<file path="src/rtl/multicycle_ctrl.sv">
// multicycle_ctrl -- multicycle control unit for the RV32I core.
//
// Steps each instruction through FETCH, DECODE and the opcode-specific
// execute / memory / writeback states. Every cycle it drives the datapath
// mux selects, the write enables and the ALU control code. It uses the ALU
// zero flag and result LSB to resolve conditional branches.
//
// Optional feature macro: MC_ILLEGAL_TRAP_EN
//   defined   : an unknown opcode traps into a sticky ILLEGAL state and
//               raises illegal_instr until reset.
//   undefined : an unknown opcode is treated as a NOP (back to FETCH), and
//               the illegal_instr port does not exist.
//
// Ports:
//   clk, reset_n              clock (rising edge), async active-low reset
//   opcode, funct3, funct7b5  fields from the instruction register
//   zero, alu_lsb             ALU flags, used only in BRANCH
//   pc_write, ir_write,
//   reg_write, mem_write      write enables
//   adr_src, alu_src_a,
//   alu_src_b, result_src,
//   imm_src                   datapath mux selects
//   alu_ctrl                  ALU operation code
//   illegal_instr             sticky trap flag (MC_ILLEGAL_TRAP_EN only)

module multicycle_ctrl #(
  parameter int ALU_CTRL_W = 4
) (
  input  logic                  clk,
  input  logic                  reset_n,
  input  logic [6:0]            opcode,
  input  logic [2:0]            funct3,
  input  logic                  funct7b5,
  input  logic                  zero,
  input  logic                  alu_lsb,
  output logic                  pc_write,
  output logic                  ir_write,
  output logic                  reg_write,
  output logic                  mem_write,
  output logic                  adr_src,
  output logic [1:0]            alu_src_a,
  output logic [1:0]            alu_src_b,
  output logic [1:0]            result_src,
  output logic [2:0]            imm_src,
  output logic [ALU_CTRL_W-1:0] alu_ctrl
`ifdef MC_ILLEGAL_TRAP_EN
  ,
  output logic                  illegal_instr
`endif
);

  localparam logic [6:0] OP_LOAD   = 7'b0000011;
  localparam logic [6:0] OP_STORE  = 7'b0100011;
  localparam logic [6:0] OP_RTYPE  = 7'b0110011;
  localparam logic [6:0] OP_ITYPE  = 7'b0010011;
  localparam logic [6:0] OP_LUI    = 7'b0110111;
  localparam logic [6:0] OP_BRANCH = 7'b1100011;
  localparam logic [6:0] OP_JAL    = 7'b1101111;

  localparam logic [ALU_CTRL_W-1:0] ALU_ADD  = 4'b0000;
  localparam logic [ALU_CTRL_W-1:0] ALU_SUB  = 4'b0001;
  localparam logic [ALU_CTRL_W-1:0] ALU_AND  = 4'b0010;
  localparam logic [ALU_CTRL_W-1:0] ALU_OR   = 4'b0011;
  localparam logic [ALU_CTRL_W-1:0] ALU_XOR  = 4'b0100;
  localparam logic [ALU_CTRL_W-1:0] ALU_SLT  = 4'b0101;
  localparam logic [ALU_CTRL_W-1:0] ALU_SLTU = 4'b0110;
  localparam logic [ALU_CTRL_W-1:0] ALU_SLL  = 4'b0111;
  localparam logic [ALU_CTRL_W-1:0] ALU_SRL  = 4'b1000;
  localparam logic [ALU_CTRL_W-1:0] ALU_SRA  = 4'b1001;

  localparam logic [2:0] IMM_I = 3'b000;
  localparam logic [2:0] IMM_S = 3'b001;
  localparam logic [2:0] IMM_B = 3'b010;
  localparam logic [2:0] IMM_J = 3'b011;
  localparam logic [2:0] IMM_U = 3'b100;

  typedef enum logic [3:0] {
    FETCH, DECODE, MEMADR, MEMREAD, MEMWB, MEMWRITE,
    EXECUTER, EXECUTEI, ALUWB, BRANCH, JAL
`ifdef MC_ILLEGAL_TRAP_EN
    , ILLEGAL
`endif
  } state_t;

  state_t state;

  // funct7b5 only distinguishes SUB (R-type only) and SRA (R and I type).
  function automatic logic [ALU_CTRL_W-1:0] alu_decode(input logic [2:0] f3,
                                                       input logic       f7b5,
                                                       input logic       is_rtype);
    case (f3)
      3'b000:  alu_decode = (is_rtype && f7b5) ? ALU_SUB : ALU_ADD;
      3'b001:  alu_decode = ALU_SLL;
      3'b010:  alu_decode = ALU_SLT;
      3'b011:  alu_decode = ALU_SLTU;
      3'b100:  alu_decode = ALU_XOR;
      3'b101:  alu_decode = f7b5 ? ALU_SRA : ALU_SRL;
      3'b110:  alu_decode = ALU_OR;
      default: alu_decode = ALU_AND;
    endcase
  endfunction

  function automatic logic [ALU_CTRL_W-1:0] branch_alu(input logic [2:0] f3);
    case (f3)
      3'b000, 3'b001: branch_alu = ALU_SUB;
      3'b100, 3'b101: branch_alu = ALU_SLT;
      3'b110, 3'b111: branch_alu = ALU_SLTU;
      default:        branch_alu = ALU_ADD;
    endcase
  endfunction

  // funct3 bit 0 inverts the sense of the comparison (BNE/BGE/BGEU).
  function automatic logic branch_taken(input logic [2:0] f3,
                                        input logic       z,
                                        input logic       lsb);
    case (f3)
      3'b000:         branch_taken = z;
      3'b001:         branch_taken = !z;
      3'b100, 3'b110: branch_taken = lsb;
      3'b101, 3'b111: branch_taken = !lsb;
      default:        branch_taken = 1'b0;
    endcase
  endfunction

  // State register and next-state decode
  always_ff @(posedge clk or negedge reset_n) begin
    if (!reset_n) begin
      state <= FETCH;
    end else begin
      case (state)
        FETCH:  state <= DECODE;
        DECODE: begin
          case (opcode)
            OP_LOAD, OP_STORE: state <= MEMADR;
            OP_RTYPE:          state <= EXECUTER;
            OP_ITYPE, OP_LUI:  state <= EXECUTEI;
            OP_BRANCH:         state <= BRANCH;
            OP_JAL:            state <= JAL;
`ifdef MC_ILLEGAL_TRAP_EN
            default:           state <= ILLEGAL;
`else
            default:           state <= FETCH;
`endif
          endcase
        end
        MEMADR:   state <= (opcode == OP_STORE) ? MEMWRITE : MEMREAD;
        MEMREAD:  state <= MEMWB;
        MEMWB:    state <= FETCH;
        MEMWRITE: state <= FETCH;
        EXECUTER: state <= ALUWB;
        EXECUTEI: state <= ALUWB;
        ALUWB:    state <= FETCH;
        BRANCH:   state <= FETCH;
        JAL:      state <= ALUWB;
`ifdef MC_ILLEGAL_TRAP_EN
        ILLEGAL:  state <= ILLEGAL;
`endif
        default:  state <= FETCH;
      endcase
    end
  end

  // Control outputs: decoded from state and instruction fields. Gating with
  // reset_n keeps every enable low while reset is held, even though the state
  // register already reads FETCH.
  always_comb begin
    pc_write      = 1'b0;
    ir_write      = 1'b0;
    reg_write     = 1'b0;
    mem_write     = 1'b0;
    adr_src       = 1'b0;
    alu_src_a     = 2'b00;
    alu_src_b     = 2'b00;
    result_src    = 2'b00;
    imm_src       = IMM_I;
    alu_ctrl      = ALU_ADD;
`ifdef MC_ILLEGAL_TRAP_EN
    illegal_instr = 1'b0;
`endif
    if (reset_n) begin
      case (state)
        FETCH: begin
          ir_write   = 1'b1;
          pc_write   = 1'b1;
          alu_src_b  = 2'b10;
          result_src = 2'b10;
        end
        DECODE: begin
          // Branch target (or JAL target) is precomputed into ALU-out here.
          alu_src_a = 2'b01;
          alu_src_b = 2'b01;
          imm_src   = (opcode == OP_JAL) ? IMM_J : IMM_B;
        end
        MEMADR: begin
          alu_src_a = 2'b10;
          alu_src_b = 2'b01;
          imm_src   = (opcode == OP_STORE) ? IMM_S : IMM_I;
        end
        MEMREAD: begin
          adr_src = 1'b1;
        end
        MEMWB: begin
          result_src = 2'b01;
          reg_write  = 1'b1;
        end
        MEMWRITE: begin
          adr_src   = 1'b1;
          mem_write = 1'b1;
        end
        EXECUTER: begin
          alu_src_a = 2'b10;
          alu_ctrl  = alu_decode(funct3, funct7b5, 1'b1);
        end
        EXECUTEI: begin
          alu_src_b = 2'b01;
          if (opcode == OP_LUI) begin
            // LUI: 0 + U-immediate
            alu_src_a = 2'b11;
            imm_src   = IMM_U;
          end else begin
            alu_src_a = 2'b10;
            alu_ctrl  = alu_decode(funct3, funct7b5, 1'b0);
          end
        end
        ALUWB: begin
          reg_write = 1'b1;
        end
        BRANCH: begin
          alu_src_a = 2'b10;
          alu_ctrl  = branch_alu(funct3);
          pc_write  = branch_taken(funct3, zero, alu_lsb);
        end
        JAL: begin
          // PC <= ALU-out (target); ALU forms the return address for ALUWB.
          alu_src_a = 2'b01;
          alu_src_b = 2'b10;
          pc_write  = 1'b1;
        end
`ifdef MC_ILLEGAL_TRAP_EN
        ILLEGAL: begin
          illegal_instr = 1'b1;
        end
`endif
        default: begin
          pc_write = 1'b0;
        end
      endcase
    end
  end

endmodule

</file>
<file path="config.mk">
export PLATFORM = sky130hd
export DESIGN_NAME = multicycle_ctrl
export DESIGN_NICKNAME = d
export VERILOG_FILES = /design/src/rtl/multicycle_ctrl.sv
export SDC_FILE = /design/constraint.sdc
export NUM_CORES = 1
export LEC_CHECK = 0
export CAP_MARGIN = 30
export CORE_MARGIN = 2
export CORE_UTILIZATION = 37
export CTS_CLUSTER_DIAMETER = 120
export DETAILED_ROUTE_END_ITERATION = 10
export PLACE_DENSITY = 0.76
export SLEW_MARGIN = 10
export SYNTH_ARGS = -nofsm -noshare
export SYNTH_HDL_FRONTEND = slang
export SYNTH_SLANG_ARGS = --single-unit
</file>
<file path="constraint.sdc">
create_clock -name clk -period 1.45 [get_ports clk]
set_input_delay 0.29 -clock clk [delete_from_list [all_inputs] [get_ports clk]]
set_output_delay 0.29 -clock clk [all_outputs]
set_load 0.01 [all_outputs]
</file>
==> results of run 1 <==
## power by group
group	internal [mW]	switching, mW	leakage, nW	total [mW]
registers	0.138	0.0539	0.0474	0.192
logic	0.821	0.586	0.671	1.41
clock network	0.0936	0.0599	0.0138	0.154
total	1.05	0.700	0.732	1.75
## path summary, 6_finish.rpt
path / endpoint / slack (ns) / cells after the start
hold / removal: state[0] / 0.1 / 2
max in group asynchronous: state[3] / 1.05 / 3
min in group clk: state[1] / 0.67 / 3
setup reg to reg: state[0] / -0.22 / 8
hold reg to reg: state[2] / 0.73 / 2
setup / recovery: alu_ctrl[1] / -0.57 / 6
## through the flow
step	setup slack (ns)	hold slack, ns	instances	instance area, um^2	utilization
2_1_floorplan	-0.140	-0.00559	91	739	-
3_3_place_gp	-0.946	0.591	166	1230	0.699
3_5_place_dp	-0.966	0.592	166	1230	0.699
4_1_cts	-0.501	0.0907	184	1470	0.833
5_1_grt	-0.632	0.0887	188	1590	0.899
6_report	-0.572	0.0973	188	1590	0.899
## cells in the mapped netlist (2+ instances only)
cell,instances,area (um^2)
sky130_fd_sc_hd__mux2i_1,2,20.0
sky130_fd_sc_hd__buf_4,4,30.0
sky130_fd_sc_hd__clkbuf_1,3,11.3
sky130_fd_sc_hd__nor2b_1,2,12.5
sky130_fd_sc_hd__nor3_1,4,20.0
sky130_fd_sc_hd__nor2_1,7,26.3
sky130_fd_sc_hd__o21ai_0,5,25.0
sky130_fd_sc_hd__nand2b_1,6,37.5
sky130_fd_sc_hd__o31ai_1,3,22.5
sky130_fd_sc_hd__xor2_1,2,17.5
sky130_fd_sc_hd__dfrtp_1,4,100
sky130_fd_sc_hd__nand2_1,5,18.8
sky130_fd_sc_hd__nor3b_1,2,15.0
sky130_fd_sc_hd__and3_1,2,12.5
sky130_fd_sc_hd__and4b_1,3,30.0
sky130_fd_sc_hd__xnor2_1,4,35.0
sky130_fd_sc_hd__nor4b_1,2,17.5
sky130_fd_sc_hd__a21oi_1,5,25.0
## cell type report
type	count	area share
multi-input combinational	78	0.474
inverter	1	0.00237
clock buffer	3	0.0142
sequential	4	0.0663
timing repair buffer	77	0.424
tap	25	0.0197
## timing repair
item,4_1_cts,5_1_grt
pin swaps,19,12
cloned,1,0
setup buffers,15,7
endpoints found under the setup margin,22,22
resized for setup,124,24
## kinds of logic after synthesis
| group | synth area share |
|---|---|
| buf+inv | 0.0700 |
| xor+xnor | 0.0736 |
| simple gates | 0.454 |
| flops | 0.140 |
| compound gates | 0.235 |
| mux | 0.0280 |
## per-layer routing
metal | up-vias | wire [um] | share of wire
li1 | 485 | - | -
met3 | 26 | 300 | 0.079
met2 | 85 | 1900 | 0.50
met4 | 0 | 220 | 0.058
met1 | 530 | 1380 | 0.36
met5 | - | 0 | 0
==> flow_summary.html, run 1 <==
<table>
<tr><th>Metric</th><th>Value</th></tr>
<tr><th colspan="2">Run status</th></tr>
<tr><td>Result of the run</td><td>finished, violations left</td></tr>
<tr><td>Failing checks</td><td>negative setup slack</td></tr>
<tr><th colspan="2">Setup path</th></tr>
<tr><td>Critical path buffer and inverter count</td><td>2</td></tr>
<tr><td>Launch point of the worst path</td><td>state[0]</td></tr>
<tr><td>Data required time of the critical path</td><td>1.16 ns</td></tr>
<tr><td>Highest cell delay on the worst timing path</td><td>0.45 ns</td></tr>
<tr><td>Cell type of the slowest stage on the worst timing path</td><td>sky130_fd_sc_hd__dfrtp_2</td></tr>
<tr><td>Worst-path cell chain</td><td>buf_6 &gt; nand4_4 &gt; o31a_4 &gt; o211ai_1 &gt; o21ai_2 &gt; buf_2</td></tr>
<tr><td>Endpoint arrival time on the critical path</td><td>1.73 ns</td></tr>
<tr><td>CP max FO</td><td>5</td></tr>
<tr><td>Crit path max-delay family</td><td>compound AO/OA/AOI/OAI gates</td></tr>
<tr><td>Crit Path Category</td><td>register to output pin</td></tr>
<tr><td>Kind of end point of the critical path</td><td>output pin</td></tr>
<tr><td>Critical Path Start Type</td><td>register</td></tr>
<tr><td>Reg2reg start</td><td>state[0]</td></tr>
<tr><th colspan="2">Pwr</th></tr>
<tr><td>Power per cell area</td><td>1110 nW/um^2</td></tr>
<tr><td>Total chip power</td><td>1.75 mW</td></tr>
<tr><td>Maximum resistive drop on vdd</td><td>0.662 mV</td></tr>
<tr><td>Leakage power</td><td>0.732 nW</td></tr>
<tr><th colspan="2">Logic synthesis</th></tr>
<tr><td>Mean instance size in the synthesized netlist</td><td>7.85 um^2</td></tr>
<tr><td>Syn nets</td><td>106</td></tr>
<tr><td>Count of synthesis-stage warnings from yosys</td><td>0</td></tr>
<tr><td>Ys async rst share</td><td>1.00</td></tr>
<tr><td>Flip-flop and latch count after synthesis</td><td>4</td></tr>
<tr><td>Seq/Total Area, Yosys</td><td>0.140</td></tr>
<tr><td>Netlist area before placement</td><td>714 um^2</td></tr>
<tr><td>Syn Inst Count</td><td>91</td></tr>
<tr><td>Most frequently used flop master after synthesis</td><td>sky130_fd_sc_hd__dfrtp_1</td></tr>
<tr><td>Number of distinct library cell variants in the gate-level netlist after synthesis</td><td>44</td></tr>
<tr><td>Number of synthesized flops with an enable pin</td><td>0</td></tr>
<tr><th colspan="2">Timing</th></tr>
<tr><td>Setup total negative slack</td><td>-8.08 ns</td></tr>
<tr><td>Final worst setup slack</td><td>-0.572 ns</td></tr>
<tr><td>RSZ-0062 raised after global routing</td><td>yes</td></tr>
<tr><td>Time the worst path needs with I/O delays and setup</td><td>2.02 ns</td></tr>
<tr><td>Actual slew at the worst max-slew pin</td><td>0.359 ns</td></tr>
<tr><td>Final period util</td><td>1.39</td></tr>
<tr><td>Count of final max-slew check failures</td><td>0</td></tr>
<tr><td>Worst clock skew</td><td>0.00330 ns</td></tr>
<tr><td>Final Hold Fails</td><td>0</td></tr>
<tr><td>Slew headroom</td><td>0.760</td></tr>
<tr><td>Achievable Freq</td><td>494 MHz</td></tr>
<tr><td>Final count of negative-setup-slack endpoints</td><td>22</td></tr>
<tr><th colspan="2">Clock tree</th></tr>
<tr><td>Clock tree from TritonCTS</td><td>yes</td></tr>
<tr><td>Max Buffers Root-to-Sink</td><td>2</td></tr>
<tr><td>Total number of clock tree sinks</td><td>4</td></tr>
<tr><td>Insertion delay of the later-clocked pin in the worst-skew pair</td><td>0.24 ns</td></tr>
<tr><td>H-tree levels</td><td>1</td></tr>
<tr><td>Number of CTS-inserted buffers</td><td>3</td></tr>
<tr><td>Library cell used as clock root buffer</td><td>sky130_fd_sc_hd__clkbuf_4</td></tr>
<tr><td>Clock slew seen by the registers of the worst setup and hold paths</td><td>0.04 ns</td></tr>
<tr><td>Post-cts hold buffer count</td><td>0</td></tr>
<tr><th colspan="2">Floorplanning</th></tr>
<tr><td>Area of the core region</td><td>1760 um^2</td></tr>
<tr><td>Boundary pin count</td><td>33</td></tr>
<tr><td>Die width</td><td>47.9 um</td></tr>
<tr><td>Number of cell rows</td><td>15</td></tr>
<tr><td>Die Span Y</td><td>47.9 um</td></tr>
<tr><td>DIE AREA</td><td>2300 um^2</td></tr>
<tr><td>Initial core utilization</td><td>0.405</td></tr>
<tr><th colspan="2">Placement</th></tr>
<tr><td>Detailed placement HPWL</td><td>1840 um</td></tr>
<tr><td>Number of buffers inserted by port buffering</td><td>32</td></tr>
<tr><td>Final GP Congestion</td><td>0.785</td></tr>
<tr><th colspan="2">Detailed routing</th></tr>
<tr><td>First-pass DRT Iterations</td><td>4</td></tr>
<tr><td>Routed via count divided by cell count</td><td>5.99</td></tr>
<tr><td>Number of vias after detailed routing</td><td>1126</td></tr>
<tr><td>WL final</td><td>3800 um</td></tr>
<tr><td>Remaining antenna violation count after routing</td><td>0</td></tr>
<tr><td>Drt wl/cell</td><td>20.2 um</td></tr>
<tr><td>Violation count after the first detailed-routing iteration</td><td>39</td></tr>
<tr><td>Remaining DRCs</td><td>0</td></tr>
<tr><th colspan="2">GRT</th></tr>
<tr><td>Pin count of the biggest net entering global routing</td><td>9</td></tr>
<tr><td>Total track usage</td><td>0.301</td></tr>
<tr><td>Number of global-route vias before repair</td><td>1088</td></tr>
<tr><td>Antenna violations before repair</td><td>0</td></tr>
<tr><td>Met3 capacity usage during global routing</td><td>0.0755</td></tr>
<tr><td>Layer with the highest usage after global routing</td><td>met2</td></tr>
<tr><td>M1 GR Usage</td><td>0.280</td></tr>
<tr><td>Global-route wire length before repair</td><td>4700 um</td></tr>
<tr><td>Global-route met2 utilization</td><td>0.581</td></tr>
<tr><td>Gr ovfl total</td><td>0</td></tr>
<tr><th colspan="2">Finish</th></tr>
<tr><td>Top flop regs</td><td>state x4</td></tr>
<tr><td>Commonest cells after routing, fill and taps aside</td><td>sky130_fd_sc_hd__buf_4, sky130_fd_sc_hd__buf_6, sky130_fd_sc_hd__buf_2</td></tr>
<tr><td>Biggest register</td><td>state</td></tr>
<tr><td>Fraction of layout cells with a size suffix above 1</td><td>0.656</td></tr>
<tr><td>Layout-stage area growth over the synthesis result</td><td>122%</td></tr>
<tr><td>Max FFs per register</td><td>4</td></tr>
<tr><td>Number of inserted filler cells in the final layout</td><td>87</td></tr>
<tr><td>Footprint of the multi-input gates</td><td>751 um^2</td></tr>
<tr><td>Count of nets after finishing</td><td>180</td></tr>
<tr><td>Number of inserted diodes</td><td>0</td></tr>
<tr><td>Commonest non-fill, non-tap cell in the layout</td><td>sky130_fd_sc_hd__buf_4</td></tr>
<tr><td>Storage element area</td><td>105 um^2</td></tr>
<tr><th colspan="2">Flow run</th></tr>
<tr><td>Max-cap violations</td><td>0</td></tr>
<tr><th colspan="2">Worst hold path</th></tr>
<tr><td>Type of the tightest min-delay check</td><td>primary input to async pin</td></tr>
</table>
(Power assumes the default switching activity.)
==> run 2: changes to the inputs <==
--- a/config.mk
+++ b/config.mk
@@ -9,8 +9,10 @@
 export CORE_MARGIN = 2
 export CORE_UTILIZATION = 37
 export CTS_CLUSTER_DIAMETER = 120
+export CTS_CLUSTER_SIZE = 12
 export DETAILED_ROUTE_END_ITERATION = 10
 export PLACE_DENSITY = 0.76
+export SETUP_SLACK_MARGIN = 0.5
 export SLEW_MARGIN = 10
 export SYNTH_ARGS = -nofsm -noshare
 export SYNTH_HDL_FRONTEND = slang
==> flow_summary.html, run 2 (synthesis results as in run 1) <==
<table>
<tr><th>Metric</th><th>Value</th></tr>
<tr><th colspan="2">Run status</th></tr>
<tr><td>Result of the run</td><td>finished, violations left</td></tr>
<tr><td>Failing checks</td><td>negative setup slack</td></tr>
<tr><th colspan="2">Timing</th></tr>
<tr><td>Slew headroom</td><td>0.748</td></tr>
<tr><td>Achievable Freq</td><td>477 MHz</td></tr>
<tr><td>Time the worst path needs with I/O delays and setup</td><td>2.10 ns</td></tr>
<tr><td>Tightest hold margin</td><td>0.179 ns</td></tr>
<tr><td>Final period util</td><td>1.45</td></tr>
<tr><td>Final worst setup slack</td><td>-0.648 ns</td></tr>
<tr><td>Final count of negative-setup-slack endpoints</td><td>21</td></tr>
<tr><td>Final Hold Fails</td><td>0</td></tr>
<tr><td>Actual slew at the worst max-slew pin</td><td>0.376 ns</td></tr>
<tr><td>Worst clock skew</td><td>0.00419 ns</td></tr>
<tr><td>RSZ-0062 raised after global routing</td><td>yes</td></tr>
<tr><td>Count of final max-slew check failures</td><td>0</td></tr>
<tr><td>Setup total negative slack</td><td>-7.73 ns</td></tr>
<tr><th colspan="2">Pwr</th></tr>
<tr><td>Switching power of the nets</td><td>0.698 mW</td></tr>
<tr><td>Power per cell area</td><td>962 nW/um^2</td></tr>
<tr><td>Clock group share of total power</td><td>0.105</td></tr>
<tr><td>Switching Share</td><td>0.440</td></tr>
<tr><td>Internal power</td><td>0.888 mW</td></tr>
<tr><td>Leakage power</td><td>0.744 nW</td></tr>
<tr><td>Part of the total power dissipated in combinational logic</td><td>0.777</td></tr>
<tr><td>Sequential share of power</td><td>0.118</td></tr>
<tr><td>Maximum resistive drop on vdd</td><td>1.11 mV</td></tr>
<tr><th colspan="2">Finish</th></tr>
<tr><td>Number of inserted diodes</td><td>0</td></tr>
<tr><td>Number of inserted filler cells in the final layout</td><td>61</td></tr>
<tr><td>Max FFs per register</td><td>4</td></tr>
<tr><td>Commonest non-fill, non-tap cell in the layout</td><td>sky130_fd_sc_hd__buf_4</td></tr>
<tr><td>Footprint of the multi-input gates</td><td>827 um^2</td></tr>
<tr><td>Final Util</td><td>0.934</td></tr>
<tr><td>Biggest register</td><td>state</td></tr>
<tr><td>Count of nets after finishing</td><td>180</td></tr>
<tr><td>Commonest cells after routing, fill and taps aside</td><td>sky130_fd_sc_hd__buf_4, sky130_fd_sc_hd__buf_6, sky130_fd_sc_hd__buf_2</td></tr>
<tr><td>Layout-stage area growth over the synthesis result</td><td>131%</td></tr>
<tr><td>Top flop regs</td><td>state x4</td></tr>
<tr><td>Fraction of layout cells with a size suffix above 1</td><td>0.761</td></tr>
<tr><td>Storage element area</td><td>104 um^2</td></tr>
<tr><th colspan="2">Floorplanning</th></tr>
<tr><td>Die Span Y</td><td>47.9 um</td></tr>
<tr><td>Area of the core region</td><td>1760 um^2</td></tr>
<tr><td>Die width</td><td>47.9 um</td></tr>
<tr><td>Number of cell rows</td><td>15</td></tr>
<tr><td>DIE AREA</td><td>2300 um^2</td></tr>
<tr><td>Boundary pin count</td><td>33</td></tr>
<tr><td>Initial core utilization</td><td>0.405</td></tr>
<tr><th colspan="2">GRT</th></tr>
<tr><td>Global-route wire length before repair</td><td>4330 um</td></tr>
<tr><td>Antenna violations before repair</td><td>0</td></tr>
<tr><td>Total track usage</td><td>0.273</td></tr>
<tr><td>Number of global-route vias before repair</td><td>962</td></tr>
<tr><td>Gr ovfl total</td><td>0</td></tr>
<tr><td>Pin count of the biggest net entering global routing</td><td>10</td></tr>
<tr><th colspan="2">Clock tree</th></tr>
<tr><td>Clock tree from TritonCTS</td><td>yes</td></tr>
<tr><td>Total number of clock tree sinks</td><td>4</td></tr>
<tr><td>Clock slew seen by the registers of the worst setup and hold paths</td><td>0.05 ns</td></tr>
<tr><td>Max Buffers Root-to-Sink</td><td>2</td></tr>
<tr><td>H-tree levels</td><td>1</td></tr>
<tr><td>Number of CTS-inserted buffers</td><td>3</td></tr>
<tr><td>Post-cts hold buffer count</td><td>0</td></tr>
<tr><td>Insertion delay of the later-clocked pin in the worst-skew pair</td><td>0.25 ns</td></tr>
<tr><td>Library cell used as clock root buffer</td><td>sky130_fd_sc_hd__clkbuf_4</td></tr>
<tr><th colspan="2">Detailed routing</th></tr>
<tr><td>Remaining antenna violation count after routing</td><td>0</td></tr>
<tr><td>Drt wl/cell</td><td>22.6 um</td></tr>
<tr><td>First-pass DRT Iterations</td><td>4</td></tr>
<tr><td>Remaining DRCs</td><td>0</td></tr>
<tr><td>WL final</td><td>4240 um</td></tr>
<tr><td>Violation count after the first detailed-routing iteration</td><td>42</td></tr>
<tr><td>Routed via count divided by cell count</td><td>6.18</td></tr>
<tr><td>Number of vias after detailed routing</td><td>1161</td></tr>
<tr><th colspan="2">Setup path</th></tr>
<tr><td>Data required time of the critical path</td><td>1.16 ns</td></tr>
<tr><td>CP max FO</td><td>3</td></tr>
<tr><td>Crit Path Category</td><td>register to output pin</td></tr>
<tr><td>Kind of end point of the critical path</td><td>output pin</td></tr>
<tr><td>Critical Path Start Type</td><td>register</td></tr>
<tr><td>Endpoint arrival time on the critical path</td><td>1.81 ns</td></tr>
<tr><th colspan="2">Placement</th></tr>
<tr><td>Final GP Congestion</td><td>0.843</td></tr>
<tr><td>Number of buffers inserted by port buffering</td><td>32</td></tr>
<tr><td>Detailed placement HPWL</td><td>1950 um</td></tr>
<tr><th colspan="2">Worst hold path</th></tr>
<tr><td>Type of the tightest min-delay check</td><td>primary input to async pin</td></tr>
<tr><th colspan="2">Flow run</th></tr>
<tr><td>Max-cap violations</td><td>0</td></tr>
</table>
## run 2: worst max-delay path: stages, from the launching register on
cell and delay (ns):
sky130_fd_sc_hd__dfrtp_1 0.40, sky130_fd_sc_hd__buf_6 0.15, sky130_fd_sc_hd__nor4b_4 0.30, sky130_fd_sc_hd__and4b_2 0.34, sky130_fd_sc_hd__a22oi_2 0.08, sky130_fd_sc_hd__nor2b_1 0.14
sky130_fd_sc_hd__buf_2 0.14
## run 2: layer usage
metal	GRT usage	vias to the layer above	routed length (um)
met5	0	-	0
met4	0.0919	0	180
met3	0.0717	25	348
met2	0.504	88	2140
met1	0.298	560	1570
li1	-	488	-
## run 2: area by class of cell
cell class / instances / area share
multi-input cells: 78 / 0.502
repair buffers: 77 / 0.399
flip-flops and latches: 4 / 0.0630
well taps: 25 / 0.0190
clock buffers: 3 / 0.0137
inverters: 1 / 0.00380
## run 2: per-stage QoR
stage	setup slack (ns)	instance area [um^2]	cells	total power, mW
finish	-0.648	1650	188	1.59
global route	-0.701	1650	188	1.63
CTS	-0.458	1460	177	1.27
detailed placement	-0.974	1300	168	1.01
global placement	-0.926	1300	168	0.985
floorplan	-0.136	798	91	0.631
## run 2: timing repair
item,4_1_cts,5_1_grt
endpoints found under the setup margin,22,22
endpoints found under the hold margin,0,0
gates resized for setup,129,39
setup buffers,6,11
pin swaps,17,18
gates cloned,0,0
## run 2: final timing paths
| check | cells after the start | to | slack (ns) | startpoint |
|---|---|---|---|---|
| setup / recovery | 6 | imm_src[0] | -0.65 | state[2] |
| hold / removal | 2 | state[1] | 0.18 | reset_n |
| setup reg to reg | 8 | state[0] | -0.18 | state[2] |
| hold reg to reg | 2 | state[2] | 0.73 | state[2] |
| max in group asynchronous | 2 | state[3] | 1.12 | reset_n |
| min in group clk | 3 | state[1] | 0.49 | opcode[5] |
## run 2: power groups by stage
| stage | clock network, mW | registers, mW | logic (mW) |
|---|---|---|---|
| finish | 0.166 | 0.188 | 1.23 |
| global route | 0.166 | 0.187 | 1.28 |
| CTS | 0.150 | 0.180 | 0.938 |
| detailed placement | 0 | 0.172 | 0.834 |
| global placement | 0 | 0.173 | 0.812 |
| floorplan | 0 | 0.156 | 0.475 |
